**src/rtl/trap_commit_if.sv**
```systemverilog
// Pipeline <-> trap commit bundle: trap/return requests, CSR write bus,
// redirect back to the IFU and the committed trap CSR state.
//
// master : pipeline side (drives requests, reads redirect and CSR state)
// slave  : trap_commit (consumes requests, drives redirect and CSR state)
//
//  StallW        hold, no state update this cycle
//  TrapM         trap taken this cycle
//  InterruptM    trap is an interrupt
//  DelegateM     trap handled in S-mode
//  CauseM        trap cause code
//  PCM           PC of the trapping/returning instruction
//  TvalM         fault value for exceptions
//  mretM/sretM   return instructions in M stage
//  MTVEC/STVEC   trap vector CSRs
//  CSRWriteM     CSR write strobe, CSRAdrM address, CSRWriteValM data
//  RedirectM     PC redirect required, RedirectPCM target
//  PrivilegeModeW, STATUS_*, xEPC/xCAUSE/xTVAL  committed state
interface trap_commit_if #(
    parameter int XLEN = 64
);
    logic            StallW;
    logic            TrapM;
    logic            InterruptM;
    logic            DelegateM;
    logic [4:0]      CauseM;
    logic [XLEN-1:0] PCM;
    logic [XLEN-1:0] TvalM;
    logic            mretM;
    logic            sretM;
    logic [XLEN-1:0] MTVEC;
    logic [XLEN-1:0] STVEC;
    logic            CSRWriteM;
    logic [11:0]     CSRAdrM;
    logic [XLEN-1:0] CSRWriteValM;

    logic            RedirectM;
    logic [XLEN-1:0] RedirectPCM;
    logic [1:0]      PrivilegeModeW;
    logic            STATUS_MIE;
    logic            STATUS_SIE;
    logic            STATUS_MPIE;
    logic            STATUS_SPIE;
    logic            STATUS_SPP;
    logic            STATUS_MPRV;
    logic [1:0]      STATUS_MPP;
    logic [XLEN-1:0] MEPC;
    logic [XLEN-1:0] MCAUSE;
    logic [XLEN-1:0] MTVAL;
    logic [XLEN-1:0] SEPC;
    logic [XLEN-1:0] SCAUSE;
    logic [XLEN-1:0] STVAL;

    modport master (
        output StallW, TrapM, InterruptM, DelegateM, CauseM,
        output PCM, TvalM, mretM, sretM, MTVEC, STVEC,
        output CSRWriteM, CSRAdrM, CSRWriteValM,
        input  RedirectM, RedirectPCM, PrivilegeModeW,
        input  STATUS_MIE, STATUS_SIE, STATUS_MPIE, STATUS_SPIE,
        input  STATUS_SPP, STATUS_MPRV, STATUS_MPP,
        input  MEPC, MCAUSE, MTVAL, SEPC, SCAUSE, STVAL
    );

    modport slave (
        input  StallW, TrapM, InterruptM, DelegateM, CauseM,
        input  PCM, TvalM, mretM, sretM, MTVEC, STVEC,
        input  CSRWriteM, CSRAdrM, CSRWriteValM,
        output RedirectM, RedirectPCM, PrivilegeModeW,
        output STATUS_MIE, STATUS_SIE, STATUS_MPIE, STATUS_SPIE,
        output STATUS_SPP, STATUS_MPRV, STATUS_MPP,
        output MEPC, MCAUSE, MTVAL, SEPC, SCAUSE, STVAL
    );
endinterface

```
**src/rtl/trap_commit.sv**
```systemverilog
// Trap commit: applies trap entry, mret and sret to privilege mode, the
// MSTATUS interrupt stack and the M/S trap CSRs; drives the IFU redirect.
//
// Ports:
//  clk    clock
//  reset  synchronous, active-high
//  tc     trap_commit_if.slave (requests in, redirect and CSR state out)
module trap_commit #(
    parameter int XLEN        = 64,
    parameter int S_SUPPORTED = 1,
    parameter int U_SUPPORTED = 1,
    parameter int C_SUPPORTED = 1
) (
    input  logic          clk,
    input  logic          reset,
    trap_commit_if.slave  tc
);
    localparam bit HAS_S = (S_SUPPORTED != 0);
    localparam bit HAS_U = (U_SUPPORTED != 0);
    localparam bit HAS_C = (C_SUPPORTED != 0);

    localparam logic [1:0] PRIV_U = 2'b00;
    localparam logic [1:0] PRIV_S = 2'b01;
    localparam logic [1:0] PRIV_M = 2'b11;

    // Lowest mode an mret can drop to, also the reset value of MPP.
    localparam logic [1:0] MPP_LOW = HAS_U ? PRIV_U : PRIV_M;

    localparam logic [XLEN-1:0] CAUSE_KEEP =
        {1'b1, {(XLEN-6){1'b0}}, 5'h1f};

    localparam logic [11:0] A_SSTATUS = 12'h100;
    localparam logic [11:0] A_SEPC    = 12'h141;
    localparam logic [11:0] A_SCAUSE  = 12'h142;
    localparam logic [11:0] A_STVAL   = 12'h143;
    localparam logic [11:0] A_MSTATUS = 12'h300;
    localparam logic [11:0] A_MEPC    = 12'h341;
    localparam logic [11:0] A_MCAUSE  = 12'h342;
    localparam logic [11:0] A_MTVAL   = 12'h343;

    // mstatus bit positions
    localparam int B_SIE  = 1;
    localparam int B_MIE  = 3;
    localparam int B_SPIE = 5;
    localparam int B_MPIE = 7;
    localparam int B_SPP  = 8;
    localparam int B_MPP  = 11;
    localparam int B_MPRV = 17;

    logic [1:0]      priv;
    logic            mie;
    logic            sie;
    logic            mpie;
    logic            spie;
    logic            spp;
    logic            mprv;
    logic [1:0]      mpp;
    logic [XLEN-1:0] mepc;
    logic [XLEN-1:0] mcause;
    logic [XLEN-1:0] mtval;
    logic [XLEN-1:0] sepc;
    logic [XLEN-1:0] scause;
    logic [XLEN-1:0] stval;

    logic [1:0]      nxt_priv;
    logic            nxt_mie;
    logic            nxt_sie;
    logic            nxt_mpie;
    logic            nxt_spie;
    logic            nxt_spp;
    logic            nxt_mprv;
    logic [1:0]      nxt_mpp;
    logic [XLEN-1:0] nxt_mepc;
    logic [XLEN-1:0] nxt_mcause;
    logic [XLEN-1:0] nxt_mtval;
    logic [XLEN-1:0] nxt_sepc;
    logic [XLEN-1:0] nxt_scause;
    logic [XLEN-1:0] nxt_stval;

    logic            to_s;
    logic [XLEN-1:0] tvec;
    logic [XLEN-1:0] base;
    logic [XLEN-1:0] vec;
    logic [XLEN-1:0] trap_cause;
    logic [XLEN-1:0] trap_tval;
    logic [XLEN-1:0] trap_epc;
    logic [XLEN-1:0] wval;

    function automatic logic [XLEN-1:0] epc_mask(input logic [XLEN-1:0] v);
        logic [XLEN-1:0] r;
        r = v;
        r[0] = 1'b0;
        if (!HAS_C) r[1] = 1'b0;
        return r;
    endfunction

    // Illegal MPP encodings leave the field untouched.
    function automatic logic [1:0] legal_mpp(
        input logic [1:0] req,
        input logic [1:0] old
    );
        logic [1:0] r;
        r = old;
        case (req)
            PRIV_M:  r = req;
            PRIV_S:  r = HAS_S ? req : old;
            PRIV_U:  r = HAS_U ? req : old;
            default: r = old;
        endcase
        return r;
    endfunction

    // Without S-mode every trap lands in M regardless of DelegateM.
    assign to_s = tc.DelegateM & HAS_S;

    assign tvec = to_s ? tc.STVEC : tc.MTVEC;
    assign base = {tvec[XLEN-1:2], 2'b00};

    // Only mode 01 vectors, and only for interrupts.
    always_comb begin
        vec = base;
        if (tvec[1:0] == 2'b01 && tc.InterruptM)
            vec = base + {{(XLEN-7){1'b0}}, tc.CauseM, 2'b00};
    end

    assign tc.RedirectM = tc.TrapM | tc.mretM | tc.sretM;

    always_comb begin
        tc.RedirectPCM = '0;
        if (tc.TrapM)
            tc.RedirectPCM = vec;
        else if (tc.mretM)
            tc.RedirectPCM = mepc;
        else if (tc.sretM)
            tc.RedirectPCM = sepc;
    end

    assign trap_cause = {tc.InterruptM, {(XLEN-6){1'b0}}, tc.CauseM};
    assign trap_tval  = tc.InterruptM ? '0 : tc.TvalM;
    assign trap_epc   = epc_mask(tc.PCM);
    assign wval       = tc.CSRWriteValM;

    always_comb begin
        nxt_priv   = priv;
        nxt_mie    = mie;
        nxt_sie    = sie;
        nxt_mpie   = mpie;
        nxt_spie   = spie;
        nxt_spp    = spp;
        nxt_mprv   = mprv;
        nxt_mpp    = mpp;
        nxt_mepc   = mepc;
        nxt_mcause = mcause;
        nxt_mtval  = mtval;
        nxt_sepc   = sepc;
        nxt_scause = scause;
        nxt_stval  = stval;

        if (tc.TrapM) begin
            if (to_s) begin
                nxt_sepc   = trap_epc;
                nxt_scause = trap_cause;
                nxt_stval  = trap_tval;
                nxt_spie   = sie;
                nxt_sie    = 1'b0;
                nxt_spp    = priv[0];
                nxt_priv   = PRIV_S;
            end else begin
                nxt_mepc   = trap_epc;
                nxt_mcause = trap_cause;
                nxt_mtval  = trap_tval;
                nxt_mpie   = mie;
                nxt_mie    = 1'b0;
                nxt_mpp    = priv;
                nxt_priv   = PRIV_M;
            end
        end else if (tc.mretM) begin
            nxt_priv = mpp;
            nxt_mie  = mpie;
            nxt_mpie = 1'b1;
            nxt_mpp  = MPP_LOW;
            if (mpp != PRIV_M) nxt_mprv = 1'b0;
        end else if (tc.sretM) begin
            // sret cannot be a valid instruction without S-mode.
            if (HAS_S) begin
                nxt_priv = {1'b0, spp};
                nxt_sie  = spie;
                nxt_spie = 1'b1;
                nxt_spp  = 1'b0;
                nxt_mprv = 1'b0;
            end
        end else if (tc.CSRWriteM) begin
            case (tc.CSRAdrM)
                A_MSTATUS: begin
                    nxt_mie  = wval[B_MIE];
                    nxt_mpie = wval[B_MPIE];
                    nxt_mprv = wval[B_MPRV];
                    nxt_mpp  = legal_mpp(wval[B_MPP+:2], mpp);
                    if (HAS_S) begin
                        nxt_sie  = wval[B_SIE];
                        nxt_spie = wval[B_SPIE];
                        nxt_spp  = wval[B_SPP];
                    end
                end
                A_SSTATUS: begin
                    if (HAS_S) begin
                        nxt_sie  = wval[B_SIE];
                        nxt_spie = wval[B_SPIE];
                        nxt_spp  = wval[B_SPP];
                    end
                end
                A_MEPC:   nxt_mepc   = epc_mask(wval);
                A_MCAUSE: nxt_mcause = wval & CAUSE_KEEP;
                A_MTVAL:  nxt_mtval  = wval;
                A_SEPC:   if (HAS_S) nxt_sepc   = epc_mask(wval);
                A_SCAUSE: if (HAS_S) nxt_scause = wval & CAUSE_KEEP;
                A_STVAL:  if (HAS_S) nxt_stval  = wval;
                default: ;
            endcase
        end
    end

    always_ff @(posedge clk) begin
        if (reset) begin
            priv   <= PRIV_M;
            mie    <= 1'b0;
            sie    <= 1'b0;
            mpie   <= 1'b0;
            spie   <= 1'b0;
            spp    <= 1'b0;
            mprv   <= 1'b0;
            mpp    <= MPP_LOW;
            mepc   <= '0;
            mcause <= '0;
            mtval  <= '0;
            sepc   <= '0;
            scause <= '0;
            stval  <= '0;
        end else if (!tc.StallW) begin
            priv   <= nxt_priv;
            mie    <= nxt_mie;
            sie    <= nxt_sie;
            mpie   <= nxt_mpie;
            spie   <= nxt_spie;
            spp    <= nxt_spp;
            mprv   <= nxt_mprv;
            mpp    <= nxt_mpp;
            mepc   <= nxt_mepc;
            mcause <= nxt_mcause;
            mtval  <= nxt_mtval;
            sepc   <= nxt_sepc;
            scause <= nxt_scause;
            stval  <= nxt_stval;
        end
    end

    assign tc.PrivilegeModeW = priv;
    assign tc.STATUS_MIE     = mie;
    assign tc.STATUS_SIE     = sie;
    assign tc.STATUS_MPIE    = mpie;
    assign tc.STATUS_SPIE    = spie;
    assign tc.STATUS_SPP     = spp;
    assign tc.STATUS_MPRV    = mprv;
    assign tc.STATUS_MPP     = mpp;
    assign tc.MEPC           = mepc;
    assign tc.MCAUSE         = mcause;
    assign tc.MTVAL          = mtval;
    assign tc.SEPC           = sepc;
    assign tc.SCAUSE         = scause;
    assign tc.STVAL          = stval;
endmodule
```
**src/flat_wrapper.sv**
```systemverilog
// flat-port wrapper written by rule: the top's interface ports become plain ports
module trap_commit_flat 
#(
    parameter int XLEN        = 64,
    parameter int S_SUPPORTED = 1,
    parameter int U_SUPPORTED = 1,
    parameter int C_SUPPORTED = 1
)
  (clk, reset, tc_StallW, tc_TrapM, tc_InterruptM, tc_DelegateM, tc_CauseM, tc_PCM, tc_TvalM, tc_mretM, tc_sretM, tc_MTVEC, tc_STVEC, tc_CSRWriteM, tc_CSRAdrM, tc_CSRWriteValM, tc_RedirectM, tc_RedirectPCM, tc_PrivilegeModeW, tc_STATUS_MIE, tc_STATUS_SIE, tc_STATUS_MPIE, tc_STATUS_SPIE, tc_STATUS_SPP, tc_STATUS_MPRV, tc_STATUS_MPP, tc_MEPC, tc_MCAUSE, tc_MTVAL, tc_SEPC, tc_SCAUSE, tc_STVAL);
  trap_commit_if #(.XLEN(XLEN)) tc_i ();
  input  logic clk;
  input  logic reset;
  input wire logic [$bits(tc_i.StallW)-1:0] tc_StallW;
  input wire logic [$bits(tc_i.TrapM)-1:0] tc_TrapM;
  input wire logic [$bits(tc_i.InterruptM)-1:0] tc_InterruptM;
  input wire logic [$bits(tc_i.DelegateM)-1:0] tc_DelegateM;
  input wire logic [$bits(tc_i.CauseM)-1:0] tc_CauseM;
  input wire logic [$bits(tc_i.PCM)-1:0] tc_PCM;
  input wire logic [$bits(tc_i.TvalM)-1:0] tc_TvalM;
  input wire logic [$bits(tc_i.mretM)-1:0] tc_mretM;
  input wire logic [$bits(tc_i.sretM)-1:0] tc_sretM;
  input wire logic [$bits(tc_i.MTVEC)-1:0] tc_MTVEC;
  input wire logic [$bits(tc_i.STVEC)-1:0] tc_STVEC;
  input wire logic [$bits(tc_i.CSRWriteM)-1:0] tc_CSRWriteM;
  input wire logic [$bits(tc_i.CSRAdrM)-1:0] tc_CSRAdrM;
  input wire logic [$bits(tc_i.CSRWriteValM)-1:0] tc_CSRWriteValM;
  output wire logic [$bits(tc_i.RedirectM)-1:0] tc_RedirectM;
  output wire logic [$bits(tc_i.RedirectPCM)-1:0] tc_RedirectPCM;
  output wire logic [$bits(tc_i.PrivilegeModeW)-1:0] tc_PrivilegeModeW;
  output wire logic [$bits(tc_i.STATUS_MIE)-1:0] tc_STATUS_MIE;
  output wire logic [$bits(tc_i.STATUS_SIE)-1:0] tc_STATUS_SIE;
  output wire logic [$bits(tc_i.STATUS_MPIE)-1:0] tc_STATUS_MPIE;
  output wire logic [$bits(tc_i.STATUS_SPIE)-1:0] tc_STATUS_SPIE;
  output wire logic [$bits(tc_i.STATUS_SPP)-1:0] tc_STATUS_SPP;
  output wire logic [$bits(tc_i.STATUS_MPRV)-1:0] tc_STATUS_MPRV;
  output wire logic [$bits(tc_i.STATUS_MPP)-1:0] tc_STATUS_MPP;
  output wire logic [$bits(tc_i.MEPC)-1:0] tc_MEPC;
  output wire logic [$bits(tc_i.MCAUSE)-1:0] tc_MCAUSE;
  output wire logic [$bits(tc_i.MTVAL)-1:0] tc_MTVAL;
  output wire logic [$bits(tc_i.SEPC)-1:0] tc_SEPC;
  output wire logic [$bits(tc_i.SCAUSE)-1:0] tc_SCAUSE;
  output wire logic [$bits(tc_i.STVAL)-1:0] tc_STVAL;
  assign tc_i.StallW = tc_StallW;
  assign tc_i.TrapM = tc_TrapM;
  assign tc_i.InterruptM = tc_InterruptM;
  assign tc_i.DelegateM = tc_DelegateM;
  assign tc_i.CauseM = tc_CauseM;
  assign tc_i.PCM = tc_PCM;
  assign tc_i.TvalM = tc_TvalM;
  assign tc_i.mretM = tc_mretM;
  assign tc_i.sretM = tc_sretM;
  assign tc_i.MTVEC = tc_MTVEC;
  assign tc_i.STVEC = tc_STVEC;
  assign tc_i.CSRWriteM = tc_CSRWriteM;
  assign tc_i.CSRAdrM = tc_CSRAdrM;
  assign tc_i.CSRWriteValM = tc_CSRWriteValM;
  assign tc_RedirectM = tc_i.RedirectM;
  assign tc_RedirectPCM = tc_i.RedirectPCM;
  assign tc_PrivilegeModeW = tc_i.PrivilegeModeW;
  assign tc_STATUS_MIE = tc_i.STATUS_MIE;
  assign tc_STATUS_SIE = tc_i.STATUS_SIE;
  assign tc_STATUS_MPIE = tc_i.STATUS_MPIE;
  assign tc_STATUS_SPIE = tc_i.STATUS_SPIE;
  assign tc_STATUS_SPP = tc_i.STATUS_SPP;
  assign tc_STATUS_MPRV = tc_i.STATUS_MPRV;
  assign tc_STATUS_MPP = tc_i.STATUS_MPP;
  assign tc_MEPC = tc_i.MEPC;
  assign tc_MCAUSE = tc_i.MCAUSE;
  assign tc_MTVAL = tc_i.MTVAL;
  assign tc_SEPC = tc_i.SEPC;
  assign tc_SCAUSE = tc_i.SCAUSE;
  assign tc_STVAL = tc_i.STVAL;
  trap_commit #(.XLEN(XLEN), .S_SUPPORTED(S_SUPPORTED), .U_SUPPORTED(U_SUPPORTED), .C_SUPPORTED(C_SUPPORTED)) u_core (.clk(clk), .reset(reset), .tc(tc_i));
endmodule
```
**config.mk**
```make
export PLATFORM = sky130hd
export DESIGN_NAME = trap_commit_flat
export DESIGN_NICKNAME = d
export VERILOG_FILES = /design/src/rtl/trap_commit_if.sv /design/src/rtl/trap_commit.sv /design/src/flat_wrapper.sv
export SDC_FILE = /design/constraint.sdc
export NUM_CORES = 1
export LEC_CHECK = 0
export BUFFER_PORTS_ARGS = -buffer_cell sky130_fd_sc_hd__buf_4
export CAP_MARGIN = 25
export CORE_AREA = 3 3 315 317
export DETAILED_ROUTE_END_ITERATION = 7
export DIE_AREA = 0 0 318 320
export GPL_TIMING_DRIVEN = 0
export HOLD_SLACK_MARGIN = 0.15
export RECOVER_POWER = 50
export REMOVE_ABC_BUFFERS = 1
export SYNTH_ARGS = -nofsm -noshare
export SYNTH_HDL_FRONTEND = slang
export SYNTH_SLANG_ARGS = --single-unit
```
**constraint.sdc**
```tcl
create_clock -name clk -period 6.6 [get_ports clk]
set_clock_uncertainty 0.15 [all_clocks]
set_input_delay 0.99 -clock clk [delete_from_list [all_inputs] [get_ports clk]]
set_output_delay 0.99 -clock clk [all_outputs]
set_load 0.005 [all_outputs]
```
; ---- After elaboration in Yosys (flattened, before gate mapping)
; Index checks and enable logic that the tools add are counted.
[totals]
output_inout_bits = 459
wordCells = 155
reg_bits = 394
input_bits = 346
[classes]
n_addsub = 1
eq_ne = 18
muxes = 88
reduce_logical = 30
bitwise_logic = 4
[op_table]
columns = cell, n
row1 = $mux W64, 42
row2 = $add A64 B7 Y64, 1
row3 = $eq A12 B10 Y1 const B, 4
row4 = $eq A12 B9 Y1 const B, 4
row5 = $reduce_and A6 Y1, 7
row6 = $mux W1, 35
row7 = $reduce_bool A3 Y1, 8
row8 = $mux W2, 11
row9 = $reduce_and A5 Y1, 3
row10 = $reduce_bool A2 Y1, 7
row11 = $ne A2 B2 Y1 const B, 4
row12 = $eq A2 B1 Y1 const B, 2
row13 = $ne A2 B1 Y1 const B, 2
row14 = $ne A3 B3 Y1 const B, 1
row15 = $reduce_or A3 Y1, 1
row16 = $eq A2 B2 Y1 const B, 1
row17 = $logic_not A2 Y1, 1
row18 = $not A1 Y1, 2
row19 = $or A1 B1 Y1, 2
row20 = $reduce_and A2 Y1, 1
row21 = $reduce_or A2 Y1, 1
row22 = $logic_and A1 B1 Y1, 1

; ---- Depth between registers and ports, before layout
[logic_depth]
ltp_word = 8
mapped_depth = 18
ltp_nobuf = 10

; ---- Worst setup path before layout
; Ideal clock, no wire load.
[synth_timing]
path_type = in2out
startpoint = in tc_DelegateM
endpoint = out tc_RedirectPCM[58]
t_required_ns = 5.460
t_arrival_ns = 4.452
n_path_buf = 8
path_slack_ns = 1.008
stages = 17
cell_sequence = buf_6 > buf_6 > buf_6 > buf_2 > buf_2 > buf_2 > buf_2 > mux2_2 > ha_1 > o21ai_0 > o21bai_1 > nand4_2 > or4_4 > buf_6 > nor4_4 > xnor2_1 > o21ai_1
[synth_via]
elab_chain_cells = 5
elab_cells_between_ends = 6
cone_classes = 1 x add/sub / 1 x eq/ne / 3 x mux / 1 x reduce/logical
[synth_rtl]
columns = element, line_no
row1 = "start, declared", flat_wrapper.sv:16  ; input wire logic [$bits(tc_i.DelegateM)-1:0] tc_DelegateM;
row2 = $mux W64 (*), trap_commit.sv:116  ; assign tvec = to_s ? tc.STVEC : tc.MTVEC;
row3 = branches (longest 2 deep; another with $add A64 B7 Y64), --
row4 = $mux W64 (*), trap_commit.sv:122  ; if (tvec[1:0] == 2'b01 && tc.InterruptM)
row5 = $mux W64 (*), trap_commit.sv:130  ; if (tc.TrapM)
row6 = "end, declared", flat_wrapper.sv:28  ; output wire logic [$bits(tc_i.RedirectPCM)-1:0] tc_RedirectPCM;
; Every way passes the cells marked *.

; ---- Final worst setup path
[layout_timing]
startpoint = in tc_DelegateM
endpoint = out tc_RedirectPCM[62]
; Same word-level chain as after synthesis.

==> run metrics <==
Setup CP Type in -> out; Peak VDD IR between 0.15 and 0.2 mV; Horiz. Die Dim between 300 and 400 µm; initial antenna violation count 11; RSZ-0062 raised after global routing false; Core Area around 97000 µm²; sequential share of power 0.383; syn_area_per_cell a little over 8 µm²; Hold Fails Final Rpt 0; Post-Layout Cell Count approximately 3800; Slew Limit Headroom -0.621; DP Wirelength between 60000 and 70000 µm; layout cell share with drive strength beyond 1 0.264; Resize count post-CTS 0; fraction of the mapped netlist area in simple logic gates 0.189; drc violations 0; Post-DP Area between 20000 and 25000 µm²; P_sw about 0.0014 W; worst reg2reg setup slack roughly 5.4 ns; min Tclk post-route roughly 6.4 ns; critical path endpoint tc_RedirectPCM[62]; Yosys reg bits around 280; Largest delay share family, worst path simple AND/OR/NAND/NOR gates; clock sink count 276; Setup crit start kind input pin; synth unique cells between 60 and 70; Post-synth top flop dfxtp_1; Worst path max stage delay slightly above 0.8 ns; vias in the first global route 15604; CTS H-tree lvls 2; Hold WC Path Type reg -> reg; top-area cell type share of the netlist area 0.360; Synth Warn # 0; number of enable flip-flop cells after synthesis 0; post-route worst setup slack around 0.16 ns; setup TNS 0 ns; worst endpoint required time 5.46 ns; area leader, netlist dfxtp_1; final net count 2842; Leak 8.48 nW; failing checks capacitance limit, slew limit; Stages on worst setup path 11; die area around 100000 µm²; Pins Over Slew Limit between 50 and 60; DR vias between 15000 and 20000; post-CTS setup buffer count 0; CP cell instances buf_6, mux2_2, ha_1, o21ai_0, o21bai_1, nand4_2, or4_4, nor4_2, xor2_1, o21ai_1, buf_4; FP Rows around 110; Clock Pin Slew Worst Setup and Hold Paths around 0.060 ns; Worst path slowest cell or4_4; sequential share of the synthesized area 0.360; Pwr Density around 210 nW/µm²; Synth area leaders dfxtp_1, a211oi_1, nor2_1; CP endpoint kind primary output; complex-gate fraction of the synthesized area 0.263; CP arrival ~5.3 ns; Synth Instances between 1500 and 2000; DRT antenna net count 0; Comb power frac 0.203; fill cell count about 11000; Via density 4.37; Sw Ratio 0.300; Initial Utilization 0.159; Port Buf Inserts between 600 and 700; grt total ovfl 0; worst r2r src u_core.tc.STATUS_MPP[0]$_SDFFE_PP0P_; main combinational cell family by area after synthesis compound AO/OA/AOI/OAI gates; TritonCTS clock tree built; pre-CTS setup slack approximately 0.13 ns; # setup viols final 0; Synth Cell Area roughly 15000 µm²; final worst path period share 0.976; router iterations before antenna repair 7; internal power ~0.0033 W; fmax 155 MHz; mux cell area share after synthesis 0.0460; Tot GR Track Use 0.157; r2r endpoint u_core.tc.STATUS_MPRV$_SDFFE_PP0P_; adder-cell share of the synthesized area 0.00539; Boundary Pins just over 800; clock root cell clkbuf_16; hold slack 0.318 ns; first-pass GRT wire length 116000 µm; wire length per cell between 20 and 25 µm; Vert. Die Dim 320 µm; crit path launch tc_DelegateM; CP max FO 41; largest net degree at the start of global routing 135; Design Area, Final between 20000 and 25000 µm²; WL final approximately 85000 µm; outcome finished, violations left; Clk network pwr share 0.414; Skew-Pair Late Insertion Delay about 0.57 ns; Worst-Margin Slew about 2.4 ns; Async SR Flop Fraction 0; CTS Buf Count 35; # Max-Cap Violations 1; Placed Cells incl. Taps around 3700; worst reg2reg path depth 4; XOR/XNOR Fraction of Synth Area 0.0320; WP buf/inv 2; Area Growth Syn to Fin 44.8%; CTS Hold Bufs 0; clock buffer depth 3; Placer Congestion approximately 0.85; drt initial violations roughly 1300
## logic make-up after synthesis
family	Yosys count
AND/OR/NAND/NOR	602
AO/OA/AOI/OAI	598
buffers and inverters	293
flip-flops	276
multiplexers	69
XOR/XNOR	56
adder cells (fa/ha/maj)	6
other	1
## cell usage in the layout, fill, tap and decap left out, types with 57 or more instances in the layout
master and instances:
a21oi_1 163, conb_1 119, dfxtp_1 276, nor2_1 309, buf_4 409, mux2i_1 57, nand2_1 65, clkbuf_1 135
a211oi_1 270, nor2b_1 76, clkbuf_4 148
## through the flow
| step | power [W] | util |
|---|---|---|
| 2_1_floorplan | 0.00216 | - |
| 4_1_cts | 0.00476 | 0.235 |
| 6_report | 0.00466 | 0.230 |
| 5_1_grt | 0.00487 | 0.230 |
| 3_3_place_gp | 0.00278 | 0.217 |
| 3_5_place_dp | 0.00280 | 0.223 |
## tightest hold or removal path: stages (launching register included)
cell and delay, ns:
dfxtp_1 0.31, nand2_1 0.05, a21oi_1 0.05
## worst min path at each step
stage	from	end	slack (ns)	depth (start not counted)
final	u_core.tc.STATUS_MPRV$_SDFFE_PP0P_	u_core.tc.STATUS_MPRV$_SDFFE_PP0P_	0.32	2
after CTS	u_core.tc.STATUS_MPRV$_SDFFE_PP0P_	u_core.tc.STATUS_MPRV$_SDFFE_PP0P_	0.32	2
after detailed placement	u_core.tc.STATUS_MPRV$_SDFFE_PP0P_	u_core.tc.STATUS_MPRV$_SDFFE_PP0P_	0.31	2
after global placement	u_core.tc.STATUS_SIE$_SDFFE_PP0P_	u_core.tc.STATUS_SIE$_SDFFE_PP0P_	0.31	2
after global routing	u_core.tc.STATUS_MPRV$_SDFFE_PP0P_	u_core.tc.STATUS_MPRV$_SDFFE_PP0P_	0.34	2
after floorplan	u_core.tc.STATUS_MPRV$_SDFFE_PP0P_	u_core.tc.STATUS_MPRV$_SDFFE_PP0P_	0.30	2
## Yosys cell counts, types with 6 or more instances
library cell	n
a21oi_1	163
nor2_1	310
nor2b_1	77
and3_1	6
mux2i_1	58
a32o_1	8
dfxtp_1	276
a22oi_1	44
buf_4	120
a222oi_1	12
o21ai_1	15
a211oi_1	270
nand4_1	23
mux2_2	11
inv_1	18
clkbuf_1	122
buf_1	18
a21o_1	9
nand3b_1	18
nand2_1	65
o21a_1	8
and2_1	7
nor3_1	12
buf_2	11
nand3_1	44
xor2_1	27
nand4b_1	9
o21ai_0	36
xnor2_1	29
## area by class of cell
cell class / instances / area, µm² / share of cell area
Inverter: 18 / 67.6 / 0.00304
Clock buffer: 54 / 1070 / 0.0481
Timing Repair Buffer: 709 / 5170 / 0.233
Multi-Input combinational cell: 1450 / 8700 / 0.392
Clock inverter: 9 / 66.3 / 0.00299
Antenna cell: 5 / 12.5 / 0.000564
Sequential cell: 276 / 5530 / 0.249
Tap cell: 1276 / 1600 / 0.0719
## power groups by stage
| stage | registers, W | clock network, W | logic [W] |
|---|---|---|---|
| 2_1_floorplan | 0.00182 | 0 | 0.000343 |
| 3_3_place_gp | 0.00182 | 0 | 0.000960 |
| 3_5_place_dp | 0.00182 | 0 | 0.000975 |
| 4_1_cts | 0.00179 | 0.00200 | 0.000978 |
| 5_1_grt | 0.00179 | 0.00206 | 0.00102 |
| 6_report | 0.00178 | 0.00193 | 0.000944 |
## sequential cells by signal (all words and copies together) (netlist names), 2 cells and up
register and cells:
u_core.tc.MCAUSE 6, u_core.tc.MEPC 63, u_core.tc.MTVAL 64, u_core.tc.PrivilegeModeW 2, u_core.tc.SCAUSE 6, u_core.tc.SEPC 63, u_core.tc.STATUS_MPP 2, u_core.tc.STVAL 64
## routing by layer
metal  vias up  GRT usage  part of all wire
met5         -          0                 0
met1      7903      0.204              0.43
met2       743      0.256              0.46
met4         0     0.0508             0.027
met3        97     0.0375             0.076
li1       7854          -                 -
(Power assumes the default switching activity.)
